**config.mk**
```make
export PLATFORM = sky130hd
export DESIGN_NAME = pq_cmd_sequencer
export DESIGN_NICKNAME = d
export VERILOG_FILES = /design/src/rtl/pq_seq_pkg.sv /design/src/rtl/pq_cmd_fifo.sv /design/src/rtl/pq_cmd_sequencer.sv
export SDC_FILE = /design/constraint.sdc
export NUM_CORES = 1
export LEC_CHECK = 0
export CORE_ASPECT_RATIO = 0.9
export CORE_MARGIN = 5
export CORE_UTILIZATION = 40
export DETAILED_ROUTE_END_ITERATION = 8
export DONT_BUFFER_PORTS = 1
export SYNTH_ARGS = -nofsm -noshare
export SYNTH_HDL_FRONTEND = slang
export SYNTH_SLANG_ARGS = --single-unit
```
**constraint.sdc**
```tcl
create_clock -name i_CLK -period 1.95 [get_ports i_CLK]
set_input_delay 0.0975 -clock i_CLK [delete_from_list [all_inputs] [get_ports i_CLK]]
set_output_delay 0.0975 -clock i_CLK [all_outputs]
set_load 0.05 [all_outputs]
```
**src/rtl/pq_seq_pkg.sv**
```systemverilog
// Shared types for the priority-queue command sequencer: opcodes, FSM states,
// the buffered command record and small helpers used by the datapath.
package pq_seq_pkg;

    localparam int CMD_DATA_W = 16;

    typedef enum logic [1:0] {
        OP_NOP     = 2'b00,
        OP_PUSH    = 2'b01,
        OP_POP     = 2'b10,
        OP_REPLACE = 2'b11
    } op_e;

    typedef enum logic [2:0] {
        ST_IDLE,
        ST_CHECK,
        ST_ISSUE,
        ST_SETTLE,
        ST_RESP
    } state_e;

    typedef struct packed {
        op_e                   op;
        logic [CMD_DATA_W-1:0] data;
    } cmd_t;

    // Key 0 is the queue's empty-slot marker, so it can never be stored.
    function automatic logic is_rejected(input cmd_t cmd, input logic pq_full, input logic pq_empty);
        return ((cmd.op == OP_PUSH) && pq_full)
            || (((cmd.op == OP_PUSH) || (cmd.op == OP_REPLACE)) && (cmd.data == '0))
            || ((cmd.op == OP_POP) && pq_empty);
    endfunction

    function automatic logic [15:0] sat_inc(input logic [15:0] value);
        return (value == 16'hFFFF) ? value : value + 16'd1;
    endfunction

endpackage

```
**src/rtl/pq_cmd_fifo.sv**
```systemverilog
// Synchronous command FIFO; pointers carry one extra wrap bit so full and
// empty are distinguished without a separate occupancy counter.
module pq_cmd_fifo
    import pq_seq_pkg::*;
#(
    parameter int DEPTH = 4
) (
    input  logic i_CLK,
    input  logic i_RST,
    input  logic i_wr_en,
    input  cmd_t i_wr_cmd,
    input  logic i_rd_en,
    output cmd_t o_rd_cmd,
    output logic o_full,
    output logic o_empty
);

    localparam int AW = $clog2(DEPTH);
    localparam logic [AW:0] PTR_ONE = (AW + 1)'(1);

    cmd_t        r_mem [DEPTH];
    logic [AW:0] r_wr_ptr;
    logic [AW:0] r_rd_ptr;
    logic        w_wr;
    logic        w_rd;

    assign w_wr = i_wr_en && !o_full;
    assign w_rd = i_rd_en && !o_empty;

    always_ff @(posedge i_CLK) begin
        if (i_RST) begin
            r_wr_ptr <= '0;
            r_rd_ptr <= '0;
        end else begin
            if (w_wr) r_wr_ptr <= r_wr_ptr + PTR_ONE;
            if (w_rd) r_rd_ptr <= r_rd_ptr + PTR_ONE;
        end
    end

    // NOTE: storage is deliberately not reset; the pointers alone decide which entries are valid.
    always_ff @(posedge i_CLK) begin
        if (w_wr) r_mem[r_wr_ptr[AW-1:0]] <= i_wr_cmd;
    end

    assign o_empty  = (r_wr_ptr == r_rd_ptr);
    assign o_full   = (r_wr_ptr[AW] != r_rd_ptr[AW]) && (r_wr_ptr[AW-1:0] == r_rd_ptr[AW-1:0]);
    assign o_rd_cmd = r_mem[r_rd_ptr[AW-1:0]];

endmodule

```
**src/rtl/pq_cmd_sequencer.sv**
```systemverilog
// Command front-end for the register-array priority queue: buffers commands,
// issues one strobe per command, waits for the sort network, returns a response.
// Optional counters: define PQ_CMD_SEQUENCER_STATS_EN.
module pq_cmd_sequencer
    import pq_seq_pkg::*;
#(
    parameter int DATA_WIDTH    = 16,
    parameter int QUEUE_SIZE    = 4,
    parameter int CMD_DEPTH     = 4,
    parameter int SETTLE_CYCLES = 2
) (
    input  logic                  i_CLK,
    input  logic                  i_RST,
    input  logic                  i_cmd_valid,
    output logic                  o_cmd_ready,
    input  logic [1:0]            i_cmd_op,
    input  logic [DATA_WIDTH-1:0] i_cmd_data,
    output logic                  o_rsp_valid,
    input  logic                  i_rsp_ready,
    output logic [DATA_WIDTH-1:0] o_rsp_data,
    output logic                  o_rsp_err,
    output logic                  o_pq_wrt,
    output logic                  o_pq_read,
    output logic [DATA_WIDTH-1:0] o_pq_data,
    input  logic                  i_pq_full,
    input  logic                  i_pq_empty,
    input  logic [DATA_WIDTH-1:0] i_pq_data
`ifdef PQ_CMD_SEQUENCER_STATS_EN
    ,
    output logic [15:0]           o_stat_push,
    output logic [15:0]           o_stat_pop,
    output logic [15:0]           o_stat_err
`endif
);

    localparam int CNT_W = $clog2(SETTLE_CYCLES + 1);

    if (DATA_WIDTH != CMD_DATA_W) begin : g_bad_width
        $error("DATA_WIDTH must equal pq_seq_pkg::CMD_DATA_W");
    end
    if ((CMD_DEPTH < 2) || ((CMD_DEPTH & (CMD_DEPTH - 1)) != 0)) begin : g_bad_depth
        $error("CMD_DEPTH must be a power of 2 and at least 2");
    end
    if ((SETTLE_CYCLES < 1) || (QUEUE_SIZE < 1)) begin : g_bad_cfg
        $error("SETTLE_CYCLES and QUEUE_SIZE must be at least 1");
    end

    state_e                r_state;
    state_e                w_next_state;
    cmd_t                  r_cmd;
    cmd_t                  w_fifo_in;
    cmd_t                  w_fifo_head;
    logic                  w_fifo_full;
    logic                  w_fifo_empty;
    logic                  w_fifo_wr;
    logic                  w_fifo_rd;
    logic                  w_reject;
    logic                  w_issue;
    logic [CNT_W-1:0]      r_settle_cnt;
    logic [DATA_WIDTH-1:0] r_rsp_data;
    logic                  r_rsp_err;
    logic                  r_pq_wrt;
    logic                  r_pq_read;
    logic [DATA_WIDTH-1:0] r_pq_data;

    // Ready is forced low while reset is held so nothing is taken before the pointers clear.
    assign o_cmd_ready = !w_fifo_full && !i_RST;
    assign w_fifo_in   = '{op: op_e'(i_cmd_op), data: i_cmd_data};
    assign w_fifo_wr   = i_cmd_valid && o_cmd_ready && (op_e'(i_cmd_op) != OP_NOP);
    assign w_fifo_rd   = (r_state == ST_IDLE) && !w_fifo_empty;

    pq_cmd_fifo #(
        .DEPTH (CMD_DEPTH)
    ) u_fifo (
        .i_CLK    (i_CLK),
        .i_RST    (i_RST),
        .i_wr_en  (w_fifo_wr),
        .i_wr_cmd (w_fifo_in),
        .i_rd_en  (w_fifo_rd),
        .o_rd_cmd (w_fifo_head),
        .o_full   (w_fifo_full),
        .o_empty  (w_fifo_empty)
    );

    // NOTE: every combinational output gets its default first, so no path can infer a latch.
    always_comb begin
        w_next_state = r_state;
        w_reject     = is_rejected(r_cmd, i_pq_full, i_pq_empty);
        w_issue      = 1'b0;
        unique case (r_state)
            ST_IDLE:   if (!w_fifo_empty) w_next_state = ST_CHECK;
            ST_CHECK: begin
                w_issue      = !w_reject;
                w_next_state = w_reject ? ST_RESP : ST_ISSUE;
            end
            ST_ISSUE:  w_next_state = ST_SETTLE;
            ST_SETTLE: if (r_settle_cnt == CNT_W'(1)) w_next_state = ST_RESP;
            ST_RESP:   if (i_rsp_ready) w_next_state = ST_IDLE;
            default:   w_next_state = ST_IDLE;
        endcase
    end

    // Strobes are loaded on the CHECK->ISSUE edge so they are high exactly during ISSUE.
    always_ff @(posedge i_CLK) begin
        if (i_RST) begin
            r_state      <= ST_IDLE;
            r_cmd        <= '0;
            r_settle_cnt <= '0;
            r_rsp_data   <= '0;
            r_rsp_err    <= 1'b0;
            r_pq_wrt     <= 1'b0;
            r_pq_read    <= 1'b0;
            r_pq_data    <= '0;
        end else begin
            r_state   <= w_next_state;
            r_pq_wrt  <= w_issue && ((r_cmd.op == OP_PUSH) || (r_cmd.op == OP_REPLACE));
            r_pq_read <= w_issue && ((r_cmd.op == OP_POP) || (r_cmd.op == OP_REPLACE));
            r_pq_data <= w_issue ? r_cmd.data : '0;
            if (w_fifo_rd) r_cmd <= w_fifo_head;
            unique case (r_state)
                ST_CHECK: begin
                    if (w_reject) begin
                        r_rsp_err  <= 1'b1;
                        r_rsp_data <= '0;
                    end
                end
                ST_ISSUE: begin
                    r_rsp_data   <= (r_cmd.op == OP_PUSH) ? '0 : i_pq_data;
                    r_rsp_err    <= 1'b0;
                    r_settle_cnt <= CNT_W'(SETTLE_CYCLES);
                end
                ST_SETTLE: r_settle_cnt <= r_settle_cnt - CNT_W'(1);
                default: ;
            endcase
        end
    end

`ifdef PQ_CMD_SEQUENCER_STATS_EN
    logic [15:0] r_stat_push;
    logic [15:0] r_stat_pop;
    logic [15:0] r_stat_err;

    always_ff @(posedge i_CLK) begin
        if (i_RST) begin
            r_stat_push <= '0;
            r_stat_pop  <= '0;
            r_stat_err  <= '0;
        end else begin
            if ((r_state == ST_ISSUE) && (r_cmd.op == OP_PUSH)) r_stat_push <= sat_inc(r_stat_push);
            if ((r_state == ST_ISSUE) && (r_cmd.op != OP_PUSH)) r_stat_pop <= sat_inc(r_stat_pop);
            if ((r_state == ST_CHECK) && w_reject) r_stat_err <= sat_inc(r_stat_err);
        end
    end

    assign o_stat_push = r_stat_push;
    assign o_stat_pop  = r_stat_pop;
    assign o_stat_err  = r_stat_err;
`endif

    assign o_rsp_valid = (r_state == ST_RESP);
    assign o_rsp_data  = r_rsp_data;
    assign o_rsp_err   = r_rsp_err;
    assign o_pq_wrt    = r_pq_wrt;
    assign o_pq_read   = r_pq_read;
    assign o_pq_data   = r_pq_data;

endmodule

```
==> results.yml, run 1 <==
placed_design:
  place_hpwl_um: 6708
  place_inst: 546
  place.gp.congestion: 0.7576
  port_buffers: 0
  pre_cts_slack_ps: 138.7
floorplanning:
  design.die.area_sq_mm: 0.01521
  die_w_um: 129.4
  die_y_um: 117.5
  io_pins: 77
  coreArea_sq_mm: 0.01264
  initial_core_util_pct: 40.64
  rows: 39
min_path:
  min-delay-start: "i_rsp_ready"
  hold_path.class: "in -> reg"
critical_path:
  crit_family: "simple AND/OR/NAND/NOR gates"
  critPathBufInv: 1
  worstSetupPathType: "reg -> reg"
  cp-end-kind: "flop"
  crit_path_start: "r_cmd[16]"
  critical-path-max-stage-delay_ps: 490
  cp_slowest_cell: "or4b_4"
  cp.arrival_ps: 2080
  crit_chain: "or4b_4 > nor4_4 > and3_1 > buf_12 > o31ai_1"
  critPathLaunchType: "flop"
  cp_max_fo: 16
  reg2reg_from: "r_cmd[16]"
  required_ps: 2230
run_status:
  status: "complete, no violations"
timing:
  fin_skew_ps: 6.569
  hold_viol: 0
  clock.fmax_mhz: 554.3
  relSlewSlack_pct: 40.22
  finalMaxSlewViolations: 0
  rsz0062_at_grt: "true"
  worst_pin_slew_ps: 896.7
  min_period_ps: 1804
  finalSetupViolations: 0
  fin_ws_ps: 146.1
  min_period_over_period_pct: 92.51
yosys:
  yosysWarningCount: 0
  muxShareOfSynthArea_pct: 7.893
  synthesis.nets: 427
  synth-compound-area-share_pct: 8.112
  synth_area_per_cell_sq_um: 13.48
  synth-edff-count: 72
  synthFlopType: "edfxtp_1"
  synth-simple-area-share_pct: 10.60
  synth-xor-area-share_pct: 1.023
  synth-seq-area-share_pct: 67.04
  async_reset_ff_share_pct: 0
  synth_fa_ha_area_share_pct: 1.462
  synthDistinctLibCells: 44
  synthCells: 381
  synth_top_family_by_area: "simple AND/OR/NAND/NOR gates"
  synth-seq-cells: 136
  netlist_area_sq_mm: 0.005136
clocking:
  clockBufferDepth: 2
  cts_root_buf: "clkbuf_16"
  cts_buffers: 17
  cts_tree: "yes"
  ctsHtreeMaxLevel: 4
  cts_sinks: 136
  cts_setup_buffers: 0
  clkTransAtPathRegs_ps: 60
  insertion_delay_ps: 410
final_layout:
  area_growth_pct: 27.55
  utilization_pct: 51.84
  nets: 488
  num-fill-cells: 1054
  finalNonFillerCells: 620
  drive_gt1_share_pct: 18.02
power:
  p_per_area_mw_per_mm2: 1331
  max-vdd-ir-drop_v: 0.0009539
  p_leak_nw: 2.302
global_route:
  grt_pass1_vias: 3185
  track_usage_pct: 14.16
  grt_antenna_before_repair: 1
  grt_max_degree: 25
  gr-total-overflow: 0
  grt_pass1_wl_um: 16500
routing:
  wl_per_cell_um: 16.73
  dr_wl_met3_um: 789
  wl_met2_um: 4746
  wl_met1_um: 4724
  highest_layer: "met4"
  viasPerCell: 4.931
  drt-initial-drc-count: 196
  first_pass_iters: 4
  wirelength_um: 10380
  ant_nets: 0
  dr_total_vias: 3057
  drc_errors: 0
flow_run:
  maxCapViolCount: 0
stage by stage:
step / total power [mW] / area, sq um / hold slack, ps / setup TNS (ps)
2_1_floorplan: 4.845 / 5147 / 196.4 / 0
3_5_place_dp: 5.219 / 5478 / 173.6 / 0
6_report: 8.720 / 6551 / 34.52 / 0
4_1_cts: 8.810 / 6536 / 7.771 / 0
3_3_place_gp: 5.167 / 5478 / 170.8 / 0
5_1_grt: 9.140 / 6551 / 30.94 / -20.22
cells by family after synthesis:
logic type               Yosys count
adder cells (fa/ha/maj)            6
multiplexers                      18
buffers and inverters             44
AND/OR/NAND/NOR                  108
AO/OA/AOI/OAI                     63
flip-flops                       136
XOR/XNOR                           6
cell usage in the layout (no fill, tap or decap), types with 2 or more instances in the layout:
| cell type | count |
|---|---|
| o21ai_0 | 4 |
| clkbuf_16 | 17 |
| a21oi_1 | 25 |
| xor2_1 | 2 |
| a311oi_1 | 2 |
| clkinv_1 | 2 |
| mux4_2 | 18 |
| or3_1 | 2 |
| nand2b_1 | 3 |
| inv_6 | 4 |
| edfxtp_1 | 72 |
| clkinv_4 | 2 |
| dlygate4sd3_1 | 40 |
| dfxtp_1 | 62 |
| and2_1 | 18 |
| o21a_1 | 2 |
| and2_2 | 3 |
| nor3_1 | 2 |
| dfxtp_2 | 2 |
| or4_1 | 2 |
| inv_1 | 25 |
| nand2_1 | 60 |
| buf_12 | 6 |
| xnor2_1 | 3 |
| buf_4 | 14 |
| nor4_2 | 2 |
| bufinv_16 | 5 |
| nor2_1 | 7 |
| ha_1 | 6 |
| o31ai_1 | 17 |
report_power, final:
| part | switching (mW) | total [mW] | internal [mW] |
|---|---|---|---|
| Clock | 1.20 | 3.47 | 2.28 |
| Combinational | 0.829 | 1.48 | 0.648 |
| Sequential | 0.470 | 3.77 | 3.30 |
| Total | 2.50 | 8.72 | 6.22 |
metal layers:
layer  GRT usage, %  vias up
met2          21.89       88
li1               -     1502
met5              0        -
met1          18.07     1455
met4          5.260        0
met3          5.445       12
flip-flops by register name, summed over array words and instances (netlist names), 2 cells and up:
register	cells
u_fifo.r_mem	72
r_cmd	18
o_pq_data	16
o_rsp_data	16
r_state	3
u_fifo.r_rd_ptr	3
u_fifo.r_wr_ptr	3
r_settle_cnt	2
cell usage after synthesis, drive strengths merged (2+ instances only):
library cell | count | area, sq um
edfxtp | 72 | 2162
ha | 6 | 75.07
dfxtp | 64 | 1281
o21ai | 4 | 20.02
o31ai | 18 | 135.1
a211oi | 2 | 20.02
xor2 | 3 | 26.28
a21oi | 25 | 125.1
and2 | 21 | 131.4
o21a | 2 | 15.01
nor2 | 8 | 30.03
a311oi | 2 | 17.52
mux4 | 18 | 405.4
xnor2 | 3 | 26.28
clkbuf | 9 | 33.78
nor4 | 3 | 46.29
buf | 10 | 71.32
nor3 | 2 | 10.01
or3 | 2 | 12.51
or4 | 2 | 15.01
inv | 25 | 93.84
nand2 | 60 | 225.2
nand2b | 3 | 18.77
cell type report:
type / count / area [sq um] / area share (%)
inverters: 25 / 93.84 / 1.432
clock inverters: 15 / 222.7 / 3.400
well taps: 164 / 205.2 / 3.132
multi-input cells: 201 / 1518 / 23.17
clock buffers: 17 / 425.4 / 6.494
flip-flops and latches: 136 / 3446 / 52.60
diodes: 1 / 2.502 / 0.03820
repair buffers: 61 / 638.1 / 9.740
timing repair:
action,CTS,global route
endpoints found under the hold margin,118,0
setup endpoints to repair,0,5
resized for setup,0,4
hold buffers,41,0
worst reg2reg max path, cell delays in order, from the launching register on:
cell and delay, ps:
dfxtp_1 380, or4b_4 490, nor4_4 280, and3_1 280, buf_12 160, o31ai_1 80
path summary, 6_finish.rpt:
kind                    to  slack [ps]  depth (start not counted)
max          o_rsp_data[3]         150                          5
min             r_state[2]          30                          3
max reg2reg  o_rsp_data[3]         150                          5
min reg2reg       r_cmd[2]         470                          2
Power figures use the tool's default switching activity.
==> run 2: changes to the inputs <==
==> constraint.sdc (replaced) <==
create_clock -name i_CLK -period 1.95 [get_ports i_CLK]
set_input_delay 0.195 -clock i_CLK [delete_from_list [all_inputs] [get_ports i_CLK]]
set_output_delay 0.195 -clock i_CLK [all_outputs]
set_load 0.05 [all_outputs]
==> run 2 against run 1 <==
  * Clock skew down 1.3 ps
  * Largest power group unchanged
  * Power down 3.4%
  * Cell area down 1.5%
  * Critical path depth unchanged
  * Global-route usage down 0.41 points
==> results.yml, run 2 (synthesis results as in run 1) <==
routing:
  ant_nets: 0
  drc_errors: 0
  viasPerCell: 4.920
  dr_wl_met3_um: 951
  wl_per_cell_um: 16.50
  dr_total_vias: 3021
  wl_met2_um: 4583
  highest_layer: "met4"
  wirelength_um: 10130
  wl_met1_um: 4486
  first_pass_iters: 4
  drt-initial-drc-count: 188
critical_path:
  cp.arrival_ps: 2090
  cp_max_fo: 16
  worstSetupPathType: "reg -> reg"
  critical-path-max-stage-delay_ps: 490
  required_ps: 2230
  critPathLaunchType: "flop"
  cp-end-kind: "flop"
  cp_slowest_cell: "or4b_4"
  crit_chain: "or4b_4 > nor4_4 > and3_1 > buf_12 > o31ai_1"
  crit_family: "simple AND/OR/NAND/NOR gates"
  critPathBufInv: 1
floorplanning:
  io_pins: 77
  initial_core_util_pct: 40.64
  coreArea_sq_mm: 0.01264
  rows: 39
  die_y_um: 117.5
  die_w_um: 129.4
  design.die.area_sq_mm: 0.01521
clocking:
  ctsHtreeMaxLevel: 4
  cts_tree: "yes"
  cts_root_buf: "clkbuf_16"
  cts_sinks: 136
  clockBufferDepth: 2
  cts_setup_buffers: 0
  clkTransAtPathRegs_ps: 60
  cts_buffers: 17
  insertion_delay_ps: 410
timing:
  rsz0062_at_grt: "true"
  finalMaxSlewViolations: 0
  min_period_over_period_pct: 93.10
  hold_viol: 0
  clock.fmax_mhz: 550.9
  finalSetupViolations: 0
  min_period_ps: 1815
  fin_skew_ps: 5.233
  relSlewSlack_pct: 38.29
  tns_ps: 0
  worst_pin_slew_ps: 922.6
power:
  pwr-share-clk_pct: 38.2
  p_int_mw: 5.932
  seqPwrFrac_pct: 45.4
  p_per_area_mw_per_mm2: 1306
  combPwrFrac_pct: 16.4
  power.switching_mw: 2.491
  sw_frac_of_total_pct: 29.58
  max-vdd-ir-drop_v: 0.0006449
  p_leak_nw: 2.245
placed_design:
  port_buffers: 0
  place.gp.congestion: 0.7431
  place_inst: 542
  place_hpwl_um: 6569
final_layout:
  nets: 482
  area_growth_pct: 25.60
  drive_gt1_share_pct: 17.15
  num-fill-cells: 1050
  mostFrequentLayoutCells: "edfxtp_1 (72), dfxtp_1 (63), nand2_1 (60)"
  largest_register_ffs: 72
  finalNonFillerCells: 614
  final_common_cell: "edfxtp_1"
  utilization_pct: 51.04
flow_run:
  maxCapViolCount: 0
run_status:
  status: "complete, no violations"
global_route:
  grt_antenna_before_repair: 1
  grt_pass1_wl_um: 15860
  gr-total-overflow: 0
  track_usage_pct: 13.75
  grt_max_degree: 25
  grt_pass1_vias: 3086
min_path:
  hold_path.class: "in -> reg"
[run 2: worst register-to-register path, cell delays in order (launching register included)]
cell and delay [ps]:
dfxtp_1 390, or4b_4 500, nor4_4 280, and3_1 280, buf_12 160, o31ai_1 80
[run 2: area by class of cell]
type,count,area (sq um),area share [%]
Clock inverter,15,176.4,2.735
Clock buffer,17,425.4,6.594
Antenna cell,1,2.502,0.03879
Inverter,25,93.84,1.455
Sequential cell,136,3445,53.39
Timing Repair Buffer,55,585.6,9.077
Multi-Input combinational cell,201,1518,23.53
Tap cell,164,205.2,3.181
[run 2: timing repair]
action / in CTS / in global routing
endpoints found under the setup margin: 0 / 11
resized for setup: 0 / 2
hold buffers: 39 / 0
hold endpoints to repair: 116 / 0
[run 2: layer usage]
layer,vias to the layer above,global-route usage [%]
met1,1419,17.72
met4,0,5.455
met2,103,20.89
met5,-,0
li1,1487,-
met3,12,5.263
[run 2: worst paths after layout]
| kind | startpoint | to | slack (ps) | depth (start not counted) |
|---|---|---|---|---|
| setup reg to reg | r_cmd[16] | o_rsp_data[6] | 130 | 5 |
| setup / recovery | r_cmd[16] | o_rsp_data[6] | 130 | 5 |
| hold reg to reg | r_cmd[5] | r_cmd[5] | 460 | 2 |
| hold / removal | i_RST | r_state[1] | 70 | 2 |
[run 2: per-stage QoR]
step | area (sq um) | setup slack [ps] | total power [mW] | hold WS [ps]
finish | 6451 | 134.6 | 8.423 | 73.48
floorplan | 5147 | 129.5 | 4.845 | 293.9
global placement | 5448 | 168.2 | 5.144 | 268.3
global route | 6451 | -23.12 | 8.833 | 73.24
detailed placement | 5448 | 142.0 | 5.188 | 271.8
CTS | 6440 | 36.53 | 8.515 | 50.13
[run 2: power by group through the flow]
stage                     Clock, mW  Combinational [mW]  Sequential, mW
final                          3.22                1.38            3.82
after global routing           3.41                1.56            3.86
after CTS                      3.29                1.40            3.82
after detailed placement          0                1.30            3.88
after global placement            0                1.27            3.87
after floorplan                   0                1.05            3.80
==> run 3: changes to the inputs <==
--- a/config.mk
+++ b/config.mk
@@ -5,6 +5,7 @@
 export SDC_FILE = /design/constraint.sdc
 export NUM_CORES = 1
 export LEC_CHECK = 0
+export ABC_AREA = 1
 export CORE_ASPECT_RATIO = 0.9
 export CORE_MARGIN = 5
 export CORE_UTILIZATION = 40
==> run 3 against run 2 <==
  * Synthesized cell count is 25% higher
  * Cell area is 1.8% lower
  * Sequential cell count stayed put
  * Largest cell class unchanged
  * Synthesized area is 0.73% lower
  * Via count is 13% higher
==> results.yml, run 3 <==
run_status:
  status: "complete, no violations"
floorplanning:
  die_w_um: 129.0
  initial_core_util_pct: 40.50
  die_y_um: 117.1
  design.die.area_sq_mm: 0.01511
  io_pins: 77
  coreArea_sq_mm: 0.01259
  rows: 39
yosys:
  synth-seq-area-share_pct: 67.53
  ys_top_cells_by_area: "edfxtp_1 (42%), dfxtp_1 (25%), nor2_1 (5.2%), o21ai_0 (4.6%), a21oi_1 (4.4%)"
  synth-edff-count: 72
  yosysWarningCount: 0
  synth-seq-cells: 136
  synthesis.nets: 524
  synth_most_common_cell: "edfxtp_1"
  synth_area_per_cell_sq_um: 10.67
  synthCells: 478
  async_reset_ff_share_pct: 0
  netlist_area_sq_mm: 0.005099
  synth_top_area_cell: "edfxtp_1"
  ys_top_cells_by_count: "edfxtp_1 (72), nor2_1 (71), dfxtp_1 (64)"
  synthFlopType: "edfxtp_1"
  synth_top_area_share_pct: 42.40
  synthDistinctLibCells: 28
power:
  seqPwrFrac_pct: 42.9
  p_leak_nw: 2.273
  pwr-share-clk_pct: 37.7
  p_per_area_mw_per_mm2: 1387
  sw_frac_of_total_pct: 31.67
  combPwrFrac_pct: 19.4
  max-vdd-ir-drop_v: 0.0007777
  p_int_mw: 6.001
  power.switching_mw: 2.781
placed_design:
  port_buffers: 0
  place.gp.congestion: 0.7916
  place_hpwl_um: 6882
  place_inst: 627
global_route:
  grt_max_degree: 42
  gr-total-overflow: 0
  grt_pass1_vias: 3190
  track_usage_pct: 14.40
  grt_antenna_before_repair: 0
  grt_pass1_wl_um: 16440
critical_path:
  rrSetupSlack_ps: 230
  cp.arrival_ps: 1610
  worstReg2RegEnd: "u_fifo.r_mem[2][7]"
  required_ps: 1750
  critPathLaunchType: "flop"
  r2r_cells: 7
  cp_max_fo: 5
  reg2reg_from: "u_fifo.r_wr_ptr[1]"
  cp-endpoint: "o_cmd_ready"
  cp-end-kind: "output pin"
  worstSetupPathType: "reg -> out"
  crit_path_start: "u_fifo.r_wr_ptr[1]"
clocking:
  ctsHtreeMaxLevel: 4
  cts_root_buf: "clkbuf_16"
  cts_sinks: 136
  cts-resized-gates: 0
  insertion_delay_ps: 410
  cts_buffers: 17
  clkTransAtPathRegs_ps: 60
  clockBufferDepth: 2
  cts_tree: "yes"
final_layout:
  drive_gt1_share_pct: 11.59
  finalNonFillerCells: 699
  nets: 568
  multiInputGateArea_sq_mm: 0.001400
  mostFrequentLayoutCells: "edfxtp_1 (72), nor2_1 (67), dfxtp_1 (64)"
  num-fill-cells: 1117
  largest_register_ffs: 72
  regArea_sq_mm: 0.003443
  area_growth_pct: 24.22
  final_common_cell: "edfxtp_1"
  antenna_cells: 0
timing:
  finalMaxSlewViolations: 0
  finalSetupViolations: 0
  worst_pin_slew_ps: 851.8
  clock.fmax_mhz: 554.2
  min_period_ps: 1804
  rsz0062_at_grt: "false"
  relSlewSlack_pct: 43.03
  tns_ps: 0
  min_period_over_period_pct: 92.53
  hold_viol: 0
  fin_skew_ps: 11.49
routing:
  wirelength_um: 10670
  viasPerCell: 4.888
  drt-initial-drc-count: 179
  ant_nets: 0
  first_pass_iters: 4
  wl_per_cell_um: 15.27
  drc_errors: 0
  dr_total_vias: 3417
min_path:
  hold_path.class: "in -> reg"
flow_run:
  maxCapViolCount: 0
[run 3: worst min path at each step]
stage | cells after the start | end | from
floorplan | 1 | o_rsp_data[12] | i_RST
global placement | 1 | o_rsp_data[11] | i_RST
detailed placement | 1 | o_rsp_data[8] | i_RST
CTS | 4 | r_state[1] | i_RST
global route | 3 | u_fifo.r_wr_ptr[1] | i_cmd_valid
finish | 4 | r_state[1] | i_RST
[run 3: power groups by stage]
stage	clock (mW)	sequential, mW	combinational, mW
final	3.31	3.77	1.70
after global routing	3.51	3.81	1.91
after CTS	3.37	3.77	1.70
after detailed placement	0	3.83	1.61
after global placement	0	3.83	1.58
after floorplan	0	3.79	1.28
[run 3: kinds of logic after synthesis]
kind of cell	Yosys count	synth area share, %
adders and majority gates	6	1.472
DFF	136	67.53
and+or+nand+nor	147	12.15
buffers and inverters	63	5.693
AOI/OAI and AO/OA	122	12.47
xor gates and xnor gates	4	0.6872
[run 3: area by class of cell]
cell class / count / share of cell area (%)
repair buffers: 48 / 8.100
flip-flops and latches: 136 / 54.37
inverters: 40 / 2.371
clock buffers: 17 / 6.717
multi-input cells: 279 / 22.11
clock inverters: 15 / 3.102
well taps: 164 / 3.240
[run 3: metal layers]
layer / global-route usage (%) / vias up / part of all wire (%)
met1: 20.06 / 1568 / 48
met4: 5.878 / 0 / 1.0
met3: 4.492 / 6 / 6.9
li1: - / 1733 / -
met5: 0 / - / 0
met2: 20.99 / 110 / 44
[run 3: repair_timing]
| item | 4_1_cts | 5_1_grt |
|---|---|---|
| buffers inserted | 0 | 4 |
| setup endpoints to repair | 0 | 64 |
| endpoints found under the hold margin | 95 | 0 |
| hold buffers | 36 | 0 |
[run 3: through the flow]
step | utilization, % | cell area [sq um] | worst slack [ps] | total power, mW | hold WS (ps)
global route | 50.31 | 6334 | 70.43 | 9.233 | 177.2
global placement | 41.87 | 5271 | 124.6 | 5.404 | 267.4
finish | 50.31 | 6334 | 145.8 | 8.782 | 174.3
detailed placement | 41.87 | 5271 | 90.58 | 5.442 | 269.2
CTS | 49.67 | 6254 | 77.06 | 8.841 | 165.3
floorplan | - | 5129 | 117.6 | 5.074 | 264.1
[run 3: worst max-delay path: stages (launching register included)]
cell and delay, ps:
dfxtp_1 360, xnor2_1 290, nand2_1 70, o21ai_0 220, inv_2 60, buf_4 200
